## src/rtl/pipeline_hazard_ctrl.sv

```systemverilog
// Hazard/sequencing controller for the 5-stage RV32I pipe: stall/flush enables, E-stage forwarding,
// data-memory wait FSM with sticky timeout. Define HAZARD_PERF_CNT_EN to add stall/flush perf counters.
module pipeline_hazard_ctrl #(
  parameter int REG_ADDR_WIDTH = 5,
  parameter int MEM_TIMEOUT    = 256,
  parameter int CNT_WIDTH      = 32
) (
  input  logic                      clk,
  input  logic                      rst,
  input  logic [REG_ADDR_WIDTH-1:0] rs1D_i,
  input  logic [REG_ADDR_WIDTH-1:0] rs2D_i,
  input  logic [REG_ADDR_WIDTH-1:0] rs1E_i,
  input  logic [REG_ADDR_WIDTH-1:0] rs2E_i,
  input  logic [REG_ADDR_WIDTH-1:0] rdE_i,
  input  logic [REG_ADDR_WIDTH-1:0] rdM_i,
  input  logic [REG_ADDR_WIDTH-1:0] rdW_i,
  input  logic                      resultSrcE_i,
  input  logic                      regWriteM_i,
  input  logic                      regWriteW_i,
  input  logic                      pcSrcE_i,
  input  logic                      memReqM_i,
  input  logic                      memReadyM_i,
  output logic                      stallF_o,
  output logic                      stallD_o,
  output logic                      stallE_o,
  output logic                      stallM_o,
  output logic                      flushD_o,
  output logic                      flushE_o,
  output logic                      flushW_o,
  output logic [1:0]                forwardAE_o,
  output logic [1:0]                forwardBE_o,
  output logic                      memTimeout_o
`ifdef HAZARD_PERF_CNT_EN
  ,
  output logic [CNT_WIDTH-1:0]      stallCycles_o,
  output logic [CNT_WIDTH-1:0]      flushCount_o
`endif
);

  localparam logic [0:0] ST_RUN      = 1'b0;
  localparam logic [0:0] ST_MEM_WAIT = 1'b1;

  localparam int                WCNT_W   = $clog2(MEM_TIMEOUT + 1);
  localparam logic [WCNT_W-1:0] WCNT_MAX = WCNT_W'(MEM_TIMEOUT);

  logic [0:0]        state_q, state_d;
  logic [WCNT_W-1:0] cnt_q, cnt_d;
  logic              timeout_q, timeout_d;

  logic       lw_stall;
  logic       mem_busy;
  logic [1:0] fwd_a, fwd_b;

  // M-stage result is younger than W, so it wins when both match.
  assign fwd_a = (regWriteM_i && (rdM_i != '0) && (rdM_i == rs1E_i)) ? 2'b10 :
                 (regWriteW_i && (rdW_i != '0) && (rdW_i == rs1E_i)) ? 2'b01 : 2'b00;
  assign fwd_b = (regWriteM_i && (rdM_i != '0) && (rdM_i == rs2E_i)) ? 2'b10 :
                 (regWriteW_i && (rdW_i != '0) && (rdW_i == rs2E_i)) ? 2'b01 : 2'b00;

  assign forwardAE_o = rst ? 2'b00 : fwd_a;
  assign forwardBE_o = rst ? 2'b00 : fwd_b;

  assign lw_stall = resultSrcE_i && (rdE_i != '0) && ((rdE_i == rs1D_i) || (rdE_i == rs2D_i));

  // Once waiting, only the ready handshake releases the pipe.
  assign mem_busy = (state_q == ST_MEM_WAIT) ? !memReadyM_i : (memReqM_i && !memReadyM_i);

  always_comb begin
    // NOTE: every output/next-state gets a default first so no path leaves a latch behind.
    stallF_o  = 1'b0;
    stallD_o  = 1'b0;
    stallE_o  = 1'b0;
    stallM_o  = 1'b0;
    flushD_o  = 1'b0;
    flushE_o  = 1'b0;
    flushW_o  = 1'b0;
    state_d   = state_q;
    cnt_d     = cnt_q;
    timeout_d = timeout_q;

    if (mem_busy) begin
      stallF_o = 1'b1;
      stallD_o = 1'b1;
      stallE_o = 1'b1;
      stallM_o = 1'b1;
      flushW_o = 1'b1;
      if (state_q == ST_RUN) begin
        state_d = ST_MEM_WAIT;
        cnt_d   = WCNT_W'(1);
      end else begin
        if (cnt_q != WCNT_MAX) cnt_d = cnt_q + WCNT_W'(1);
        if (cnt_d == WCNT_MAX) timeout_d = 1'b1;
      end
    end else begin
      state_d = ST_RUN;
      cnt_d   = '0;
      if (pcSrcE_i) begin
        flushD_o = 1'b1;
        flushE_o = 1'b1;
      end else if (lw_stall) begin
        // The load advances to M next edge, so this bubble naturally lasts one cycle.
        stallF_o = 1'b1;
        stallD_o = 1'b1;
        flushE_o = 1'b1;
      end
    end

    if (rst) begin
      stallF_o = 1'b0;
      stallD_o = 1'b0;
      stallE_o = 1'b0;
      stallM_o = 1'b0;
      flushW_o = 1'b0;
      flushD_o = 1'b1;
      flushE_o = 1'b1;
    end
  end

  // NOTE: reset is synchronous here, so it lives inside the clocked branch, not the sensitivity list.
  always_ff @(posedge clk) begin
    if (rst) begin
      state_q   <= ST_RUN;
      cnt_q     <= '0;
      timeout_q <= 1'b0;
    end else begin
      state_q   <= state_d;
      cnt_q     <= cnt_d;
      timeout_q <= timeout_d;
    end
  end

  assign memTimeout_o = timeout_q;

`ifdef HAZARD_PERF_CNT_EN
  logic [CNT_WIDTH-1:0] stall_cycles_q;
  logic [CNT_WIDTH-1:0] flush_count_q;

  always_ff @(posedge clk) begin
    if (rst) begin
      stall_cycles_q <= '0;
      flush_count_q  <= '0;
    end else begin
      if (stallF_o) stall_cycles_q <= stall_cycles_q + CNT_WIDTH'(1);
      if (pcSrcE_i && !mem_busy) flush_count_q <= flush_count_q + CNT_WIDTH'(1);
    end
  end

  assign stallCycles_o = stall_cycles_q;
  assign flushCount_o  = flush_count_q;
`endif

endmodule
```

## config.mk

```make
export PLATFORM = sky130hd
export DESIGN_NAME = pipeline_hazard_ctrl
export DESIGN_NICKNAME = d
export VERILOG_FILES = /design/src/rtl/pipeline_hazard_ctrl.sv
export SDC_FILE = /design/constraint.sdc
export NUM_CORES = 1
export LEC_CHECK = 0
export ABC_CLOCK_PERIOD_IN_PS = 1600
export CORE_AREA = 5 5 56 67
export DETAILED_ROUTE_END_ITERATION = 10
export DIE_AREA = 0 0 61 72
export GPL_ROUTABILITY_DRIVEN = 0
export PLACE_DENSITY = 0.79
export SLEW_MARGIN = 20
export SYNTH_ARGS = -nofsm -noshare
export SYNTH_HDL_FRONTEND = slang
export SYNTH_SLANG_ARGS = --single-unit
```

## constraint.sdc

```tcl
create_clock -name clk -period 1.6 [get_ports clk]
set_input_delay 0.32 -clock clk [delete_from_list [all_inputs] [get_ports clk]]
set_output_delay 0.32 -clock clk [all_outputs]
set_load 0.01 [all_outputs]
```

After elaboration in Yosys (flattened, before gate mapping)
Cells that the tools add are included.
Widths: inputs -> output; s select.
{"block": "totals", "register_bits": 11, "output_inout_bits": 12, "wordCells": 55}
{"block": "op_classes", "n_addsub": 1, "n_eq_ne": 8, "muxes": 23, "n_bitwise": 2, "reduce_logical": 17}
{"op": "$eq 5x5->1", "count": 6}
{"op": "$mux 9", "count": 3}
{"op": "$mux 1", "count": 16}
{"op": "$reduce_bool 5->1", "count": 3}
{"op": "$add 9x1->9 const B", "count": 1}
{"op": "$eq 9x9->1 const B", "count": 1}
{"op": "$logic_and 1x1->1", "count": 9}
{"op": "$ne 9x9->1 const B", "count": 1}
{"op": "$mux 2", "count": 4}
{"op": "$reduce_and 3->1", "count": 1}
{"op": "$reduce_or 3->1", "count": 1}
{"op": "$not 1->1", "count": 2}
{"op": "$reduce_or 2->1", "count": 1}
{"op": "$logic_not 1->1", "count": 1}
{"op": "$logic_or 1x1->1", "count": 1}

Longest topological paths before layout
Gate-level depths: netlist (run 1).
{"block": "depth", "word_depth": 7, "mapped_depth": 7, "ltp_nobuf": 6}

Worst setup path before layout (run 1)
OpenSTA, ideal clock, no wires.
{"block": "synth_timing", "path_kind": "input-to-output", "start": "in rdM_i[1]", "end": "out forwardAE_o[0]", "arrival_time_ns": 1.592, "required_time_ns": 1.280, "slack_ns": -0.312, "stages": 4, "n_path_buf": 0, "cell_sequence": "or4_1 > o21ai_1 > nor3_1 > nor4_1"}
{"block": "synth_via", "elab_chain_cells": 5, "elab_cells_between_ends": 6}
{"element": "from (decl)", "line_no": "15", "text": "input logic [REG_ADDR_WIDTH-1:0] rdM_i,"}
{"element": "$reduce_bool 5->1", "line_no": "55", "text": "assign fwd_a = (regWriteM_i && (rdM_i != '0) && (rdM_i == rs1E_i)) ? 2'b10 :"}
{"element": "$logic_and 1x1->1", "line_no": "55"}
{"element": "$logic_and 1x1->1 *", "line_no": "55"}
{"element": "$mux 2 *", "line_no": "55"}
{"element": "$mux 2 *", "line_no": "60", "text": "assign forwardAE_o = rst ? 2'b00 : fwd_a;"}
{"element": "to (decl)", "line_no": "30", "text": "output logic [1:0] forwardAE_o,"}
Every way passes the cells marked *; elsewhere a longest branch is shown, timed or not.

Final worst setup path (run 1)
{"block": "layout_timing", "start": "in rs2E_i[1]", "end": "out forwardBE_o[0]"}
{"block": "layout_via", "elab_chain_cells": 5, "elab_cells_between_ends": 7}
{"element": "from (decl)", "line_no": "13", "text": "input logic [REG_ADDR_WIDTH-1:0] rs2E_i,"}
{"element": "$eq 5x5->1", "line_no": "58", "text": "(regWriteW_i && (rdW_i != '0) && (rdW_i == rs2E_i)) ? 2'b01 : 2'b00;"}
{"element": "$logic_and 1x1->1", "line_no": "58"}
{"element": "$mux 1", "line_no": "58"}
{"element": "$mux 2 *", "line_no": "57", "text": "assign fwd_b = (regWriteM_i && (rdM_i != '0) && (rdM_i == rs2E_i)) ? 2'b10 :"}
{"element": "$mux 2 *", "line_no": "61", "text": "assign forwardBE_o = rst ? 2'b00 : fwd_b;"}
{"element": "to (decl)", "line_no": "31", "text": "output logic [1:0] forwardBE_o,"}
Marks and branches as above.

==> flow_summary.json, run 1 <==
{
  "skew_ns": 0.00113,
  "slowest_delay_ns": 0.44,
  "synthDistinctLibCells": 30,
  "area_growth_pct": 111,
  "setup-violations-final": 7,
  "root_buffer": "clkbuf_4",
  "worstPathArrival_ns": 1.56,
  "die_w_um": 61,
  "wl_per_cell_um": 15.5,
  "gr-total-overflow": 0,
  "fmax_ghz": 0.532,
  "cp_max_fo": 2,
  "hpwl_um": 3020,
  "ys_seq_elements": 11,
  "drv_cap": 0,
  "cts_tree": "done",
  "synthSimpleGateAreaFrac": 0.283,
  "relSlewSlack": 0.799,
  "fin_util": 0.703,
  "firstDrtPassIters": 4,
  "drv_slew": 0,
  "syn_inst": 125,
  "core-area_um2": 3030,
  "status": "finished, violations left",
  "fin_crit_sh": 1.17,
  "cts_buffers": 3,
  "crit_type": "in -> out",
  "grt_max_degree": 9,
  "critPathCaptureType": "output pin",
  "io-pin-count": 55,
  "num_vias": 1245,
  "yosysTopAreaCell": "dfxtp_1",
  "htreeDepth": 1,
  "violations": "setup timing",
  "synth_edf_count": 0,
  "fin_ws_ns": -0.280,
  "grt_pass1_vias": 1388,
  "cts_sinks": 11,
  "ant_nets": 0,
  "syn_avg_cell_area_um2": 8.07,
  "drc": 0,
  "cp_slowest_cell": "or4_4",
  "die_area_um2": 4390,
  "grt_usage": 0.178,
  "start_util": 0.333,
  "ctsLongestPathBuffers": 2,
  "synth_top_family_by_area": "XOR/XNOR gates",
  "synthMostInstantiatedCell": "xnor2_1",
  "crit_chain": "clkdlybuf4s15_1, xor2_1, or4_4, nor4_4, buf_2",
  "first_iter_violations": 23,
  "grt_pass1_wl_um": 5970,
  "powerDensity_nw_per_um2": 410,
  "syn_area_um2": 1010,
  "tns_ns": -1.49,
  "synth_area_leaders": "dfxtp_1 22%, xnor2_1 16%, xor2_1 15%",
  "io_buffers": 54,
  "synth-xor-area-share": 0.320,
  "viasPerCell": 4.98,
  "rows": 22,
  "yosys_most_used_dff": "dfxtp_1",
  "hp-class": "reg -> reg",
  "cts_hold_buf": 0,
  "async_reset_ff_frac": 0,
  "antenna_found_initial": 0,
  "ys_seq_area_frac": 0.218,
  "clkTransAtPathRegs_ns": 0.07,
  "yosys.area_share.adder": 0.0248,
  "yosysTopAreaCellShare": 0.218,
  "nets": 260,
  "insertion_delay_ns": 0.26,
  "rsz0062_at_grt": "true",
  "critPathTopFamily": "simple AND/OR/NAND/NOR gates",
  "finalHoldViolations": 0,
  "drive_gt1_frac": 0.579,
  "synth_compound_area_frac": 0.0881,
  "netlist_top_cells_count": "18 x xnor2_1, 17 x xor2_1, 12 x nor2_1",
  "rrSetupSlack_ns": 0.02,
  "synthMuxAreaShare": 0.0211,
  "syn_nets": 170,
  "worstMarginPinSlew_ns": 0.297,
  "cp_num_buf_inv": 2,
  "n_antenna_cell": 0,
  "die_h_um": 72,
  "crit_required_ns": 1.28,
  "start_kind": "primary input",
  "p_leak_nw": 0.921,
  "ir_drop_v": 0.000299,
  "fin_crit_ns": 1.88,
  "finalWirelength_um": 3860,
  "synth_warnings": 0
}
sequential cells by signal (all words and copies together) (netlist names):
name          flops
cnt_q             9
memTimeout_o      1
state_q           1
metal layers:
metal,track usage,wire length [um],vias up
met3,0.0356,199,8
li1,-,-,608
met2,0.369,2280,46
met5,0,0,-
met1,0.156,1290,583
met4,0.0699,93,0
power breakdown:
group,total (mW),leakage (nW),switching [mW],internal (mW)
Clock,0.187,0.0150,0.0911,0.0964
Combinational,0.407,0.816,0.180,0.227
Sequential,0.278,0.0899,0.00222,0.276
layout make-up:
| cell class | instances | area [um2] |
|---|---|---|
| Clock buffer | 4 | 26.3 |
| Multi-Input combinational cell | 105 | 1080 |
| Fill cell | 233 | 900 |
| Inverter | 4 | 15.0 |
| Timing Repair Buffer | 90 | 739 |
| Tap cell | 36 | 45.0 |
| Sequential cell | 11 | 223 |
what timing repair did:
| item | in CTS | in global routing |
|---|---|---|
| resized for setup | 163 | 80 |
| hold endpoints to repair | 0 | 0 |
| endpoints found under the setup margin | 12 | 9 |
| pin swaps | 31 | 23 |
| buffers inserted | 7 | 1 |
final timing paths:
check | cells after the start | endpoint | startpoint
max reg2reg | 5 | memTimeout_o | cnt_q[7]
max | 5 | forwardBE_o[0] | rs2E_i[1]
min | 2 | memTimeout_o | memTimeout_o
min reg2reg | 2 | memTimeout_o | memTimeout_o
placed cells by master, fill, tap and decap left out, types with 3 or more instances in the layout:
master	synthesis	routed
clkbuf_4	0	3
buf_4	3	35
inv_1	4	4
xnor2_4	0	3
xor2_2	0	5
buf_2	0	15
nor2_1	12	11
xnor2_1	18	12
nand3_2	0	4
a21oi_1	6	5
nor4_4	0	3
clkdlybuf4s50_1	0	3
nand2_1	5	5
nand3_1	11	7
or4_4	0	5
nor3_4	0	4
clkbuf_2	0	8
buf_6	0	14
dlygate4sd2_1	0	7
xnor2_2	1	4
clkdlybuf4s15_1	0	3
xor2_1	17	12
dfxtp_1	11	9
kinds of logic after synthesis:
group | Yosys count
muxes | 2
AOI/OAI and AO/OA | 14
buffers and inverters | 9
and+or+nand+nor | 51
DFF | 11
adders and majority gates | 2
xor gates and xnor gates | 36
through the flow:
step / std cells / cell area [um2] / hold WS, ns / worst slack [ns] / power, mW
6_report: 250 / 2130 / 0.486 / -0.280 / 0.873
3_5_place_dp: 240 / 1880 / 0.466 / -1.10 / 0.620
5_1_grt: 250 / 2130 / 0.505 / -0.360 / 0.923
3_3_place_gp: 240 / 1880 / 0.470 / -1.09 / 0.610
4_1_cts: 250 / 1970 / 0.490 / -0.412 / 0.819
2_1_floorplan: 125 / 1100 / 0.444 / -0.0502 / 0.406
worst register-to-register path: stages (launching register included):
cell	delay, ns
dfxtp_2	0.32
or3_4	0.38
nand4b_4	0.21
xnor2_2	0.20
nand3_2	0.11
o41ai_2	0.27
Power figures use the tool's default switching activity.
==> run 2: changes to the inputs <==
==> config.mk (replaced) <==
export PLATFORM = sky130hd
export DESIGN_NAME = pipeline_hazard_ctrl
export DESIGN_NICKNAME = d
export VERILOG_FILES = /design/src/rtl/pipeline_hazard_ctrl.sv
export SDC_FILE = /design/constraint.sdc
export NUM_CORES = 1
export LEC_CHECK = 0
export ABC_CLOCK_PERIOD_IN_PS = 2000
export CORE_AREA = 5 5 53 64
export DETAILED_ROUTE_END_ITERATION = 10
export DIE_AREA = 0 0 58 69
export GPL_ROUTABILITY_DRIVEN = 0
export PLACE_DENSITY = 0.83
export SLEW_MARGIN = 20
export SYNTH_ARGS = -nofsm -noshare
export SYNTH_HDL_FRONTEND = slang
export SYNTH_SLANG_ARGS = --single-unit
export TNS_END_PERCENT = 50
==> constraint.sdc (replaced) <==
create_clock -name clk -period 2 [get_ports clk]
set_input_delay 0.4 -clock clk [delete_from_list [all_inputs] [get_ports clk]]
set_output_delay 0.4 -clock clk [all_outputs]
set_load 0.01 [all_outputs]
==> flow_summary.json, run 2 (synthesis gave the netlist of run 1 again) <==
{
  "grt_pass1_vias": 1332,
  "rsz0062_at_grt": "true",
  "drv_cap": 0,
  "die_area_um2": 4000,
  "fin_cells": 243,
  "hpwl_um": 2820,
  "fin_util": 0.712,
  "sw_frac_of_total": 0.312,
  "violations": "setup timing",
  "worstPathArrival_ns": 1.76,
  "crit_top_cell": "buf_6",
  "dpl.cell_count": 233,
  "crit_required_ns": 1.60,
  "grt_usage": 0.177,
  "cp.depth": 7,
  "die_w_um": 58,
  "cts_sinks": 11,
  "combPwrFrac": 0.437,
  "intPower_uw": 469,
  "power.switching_uw": 212,
  "root_buffer": "clkbuf_4",
  "ant_nets": 0,
  "start_kind": "primary input",
  "hp-class": "reg -> reg",
  "critPathTopFamily": "simple AND/OR/NAND/NOR gates",
  "cts_tree": "done",
  "grt_max_degree": 9,
  "fmax_ghz": 0.463,
  "htreeDepth": 1,
  "cp_num_buf_inv": 3,
  "hold_depth": 2,
  "powerDensity_nw_per_um2": 350,
  "slowest_delay_ns": 0.54,
  "drive_gt1_frac": 0.435,
  "n_antenna_cell": 0,
  "drv_slew": 0,
  "cts_hold_buf": 0,
  "rows": 21,
  "first_iter_violations": 48,
  "placed_area_um2": 1760,
  "area_growth_pct": 92.9,
  "grt_pass1_wl_um": 5710,
  "r2r_cells": 5,
  "pre_cts_slack_ns": -1.02,
  "fin_crit_ns": 2.16,
  "seqPwrFrac": 0.329,
  "final_common_cell": "buf_4",
  "viasPerCell": 5.32,
  "io-pin-count": 55,
  "fin_area_um2": 1950,
  "gr-total-overflow": 0,
  "relSlewSlack": 0.715,
  "die_h_um": 69,
  "wl_per_cell_um": 16.8,
  "worstMarginPinSlew_ns": 0.426,
  "crit_type": "in -> out",
  "crit_chain": "buf_6, or4_4, o21ai_4, buf_6, nor3_2, nor4_2, buf_2",
  "critPathCaptureType": "output pin",
  "nets": 255,
  "start_util": 0.369,
  "cp_slowest_cell": "or4_4",
  "tns_ns": -0.361,
  "antenna_found_initial": 0,
  "finalHoldViolations": 0,
  "status": "finished, violations left",
  "largest_reg_flops": 9,
  "fin_crit_sh": 1.08,
  "clkTransAtPathRegs_ns": 0.08,
  "firstDrtPassIters": 4,
  "p_leak_nw": 0.826,
  "layout_common_cells": "24 x buf_4, 19 x buf_2, 17 x xor2_1",
  "core-area_um2": 2730,
  "insertion_delay_ns": 0.27,
  "clkPwrFrac": 0.233,
  "num_vias": 1293,
  "cp_max_fo": 3,
  "regMostFlops": "cnt_q",
  "drc": 0,
  "fin_ws_ns": -0.159,
  "cts_buffers": 3,
  "skew_ns": 0.00147,
  "finalWirelength_um": 4070,
  "ctsLongestPathBuffers": 2,
  "io_buffers": 54,
  "setup-violations-final": 4,
  "ir_drop_v": 0.000205
}
==> run 2: timing repair <==
item	4_1_cts	5_1_grt
gates resized for setup	171	21
setup endpoints to repair	11	8
pin swaps	25	12
setup buffers	6	0
==> run 2: power by group through the flow <==
| stage | combinational (mW) | sequential, mW | clock (mW) |
|---|---|---|---|
| floorplan | 0.0817 | 0.228 | 0 |
| global placement | 0.244 | 0.229 | 0 |
| detailed placement | 0.250 | 0.229 | 0 |
| CTS | 0.254 | 0.224 | 0.161 |
| global route | 0.316 | 0.224 | 0.170 |
| finish | 0.298 | 0.224 | 0.159 |
==> run 2: tightest hold or removal path: cells and delay by family, from the launching register on <==
kind	cells	cell delay [ns]
AND/OR/NAND/NOR	1	0.07
AO/OA/AOI/OAI	1	0.05
flip-flops	1	0.35
==> run 2: cell type report <==
cell class | count | area, um2
inverters | 4 | 15.0
clock buffers | 4 | 26.3
fillers | 184 | 787
multi-input cells | 105 | 928
repair buffers | 85 | 713
flip-flops and latches | 11 | 220
well taps | 34 | 42.5
==> run 2: worst paths after layout <==
check | start | endpoint | slack (ns)
max reg2reg | cnt_q[5] | memTimeout_o | 0.14
max | rdM_i[4] | forwardBE_o[0] | -0.16
min | memTimeout_o | memTimeout_o | 0.50
min reg2reg | memTimeout_o | memTimeout_o | 0.50
==> run 2: through the flow <==
step	hold slack [ns]	power, mW
3_5_place_dp	0.483	0.479
5_1_grt	0.540	0.710
2_1_floorplan	0.444	0.310
3_3_place_gp	0.456	0.472
4_1_cts	0.512	0.639
6_report	0.503	0.681
==> run 2: routing by layer <==
metal	global-route usage	vias up	part of all wire
met5	0	-	0
met4	0.0644	0	0.046
met3	0.0466	24	0.086
met2	0.328	78	0.50
met1	0.183	588	0.37
li1	-	603	-
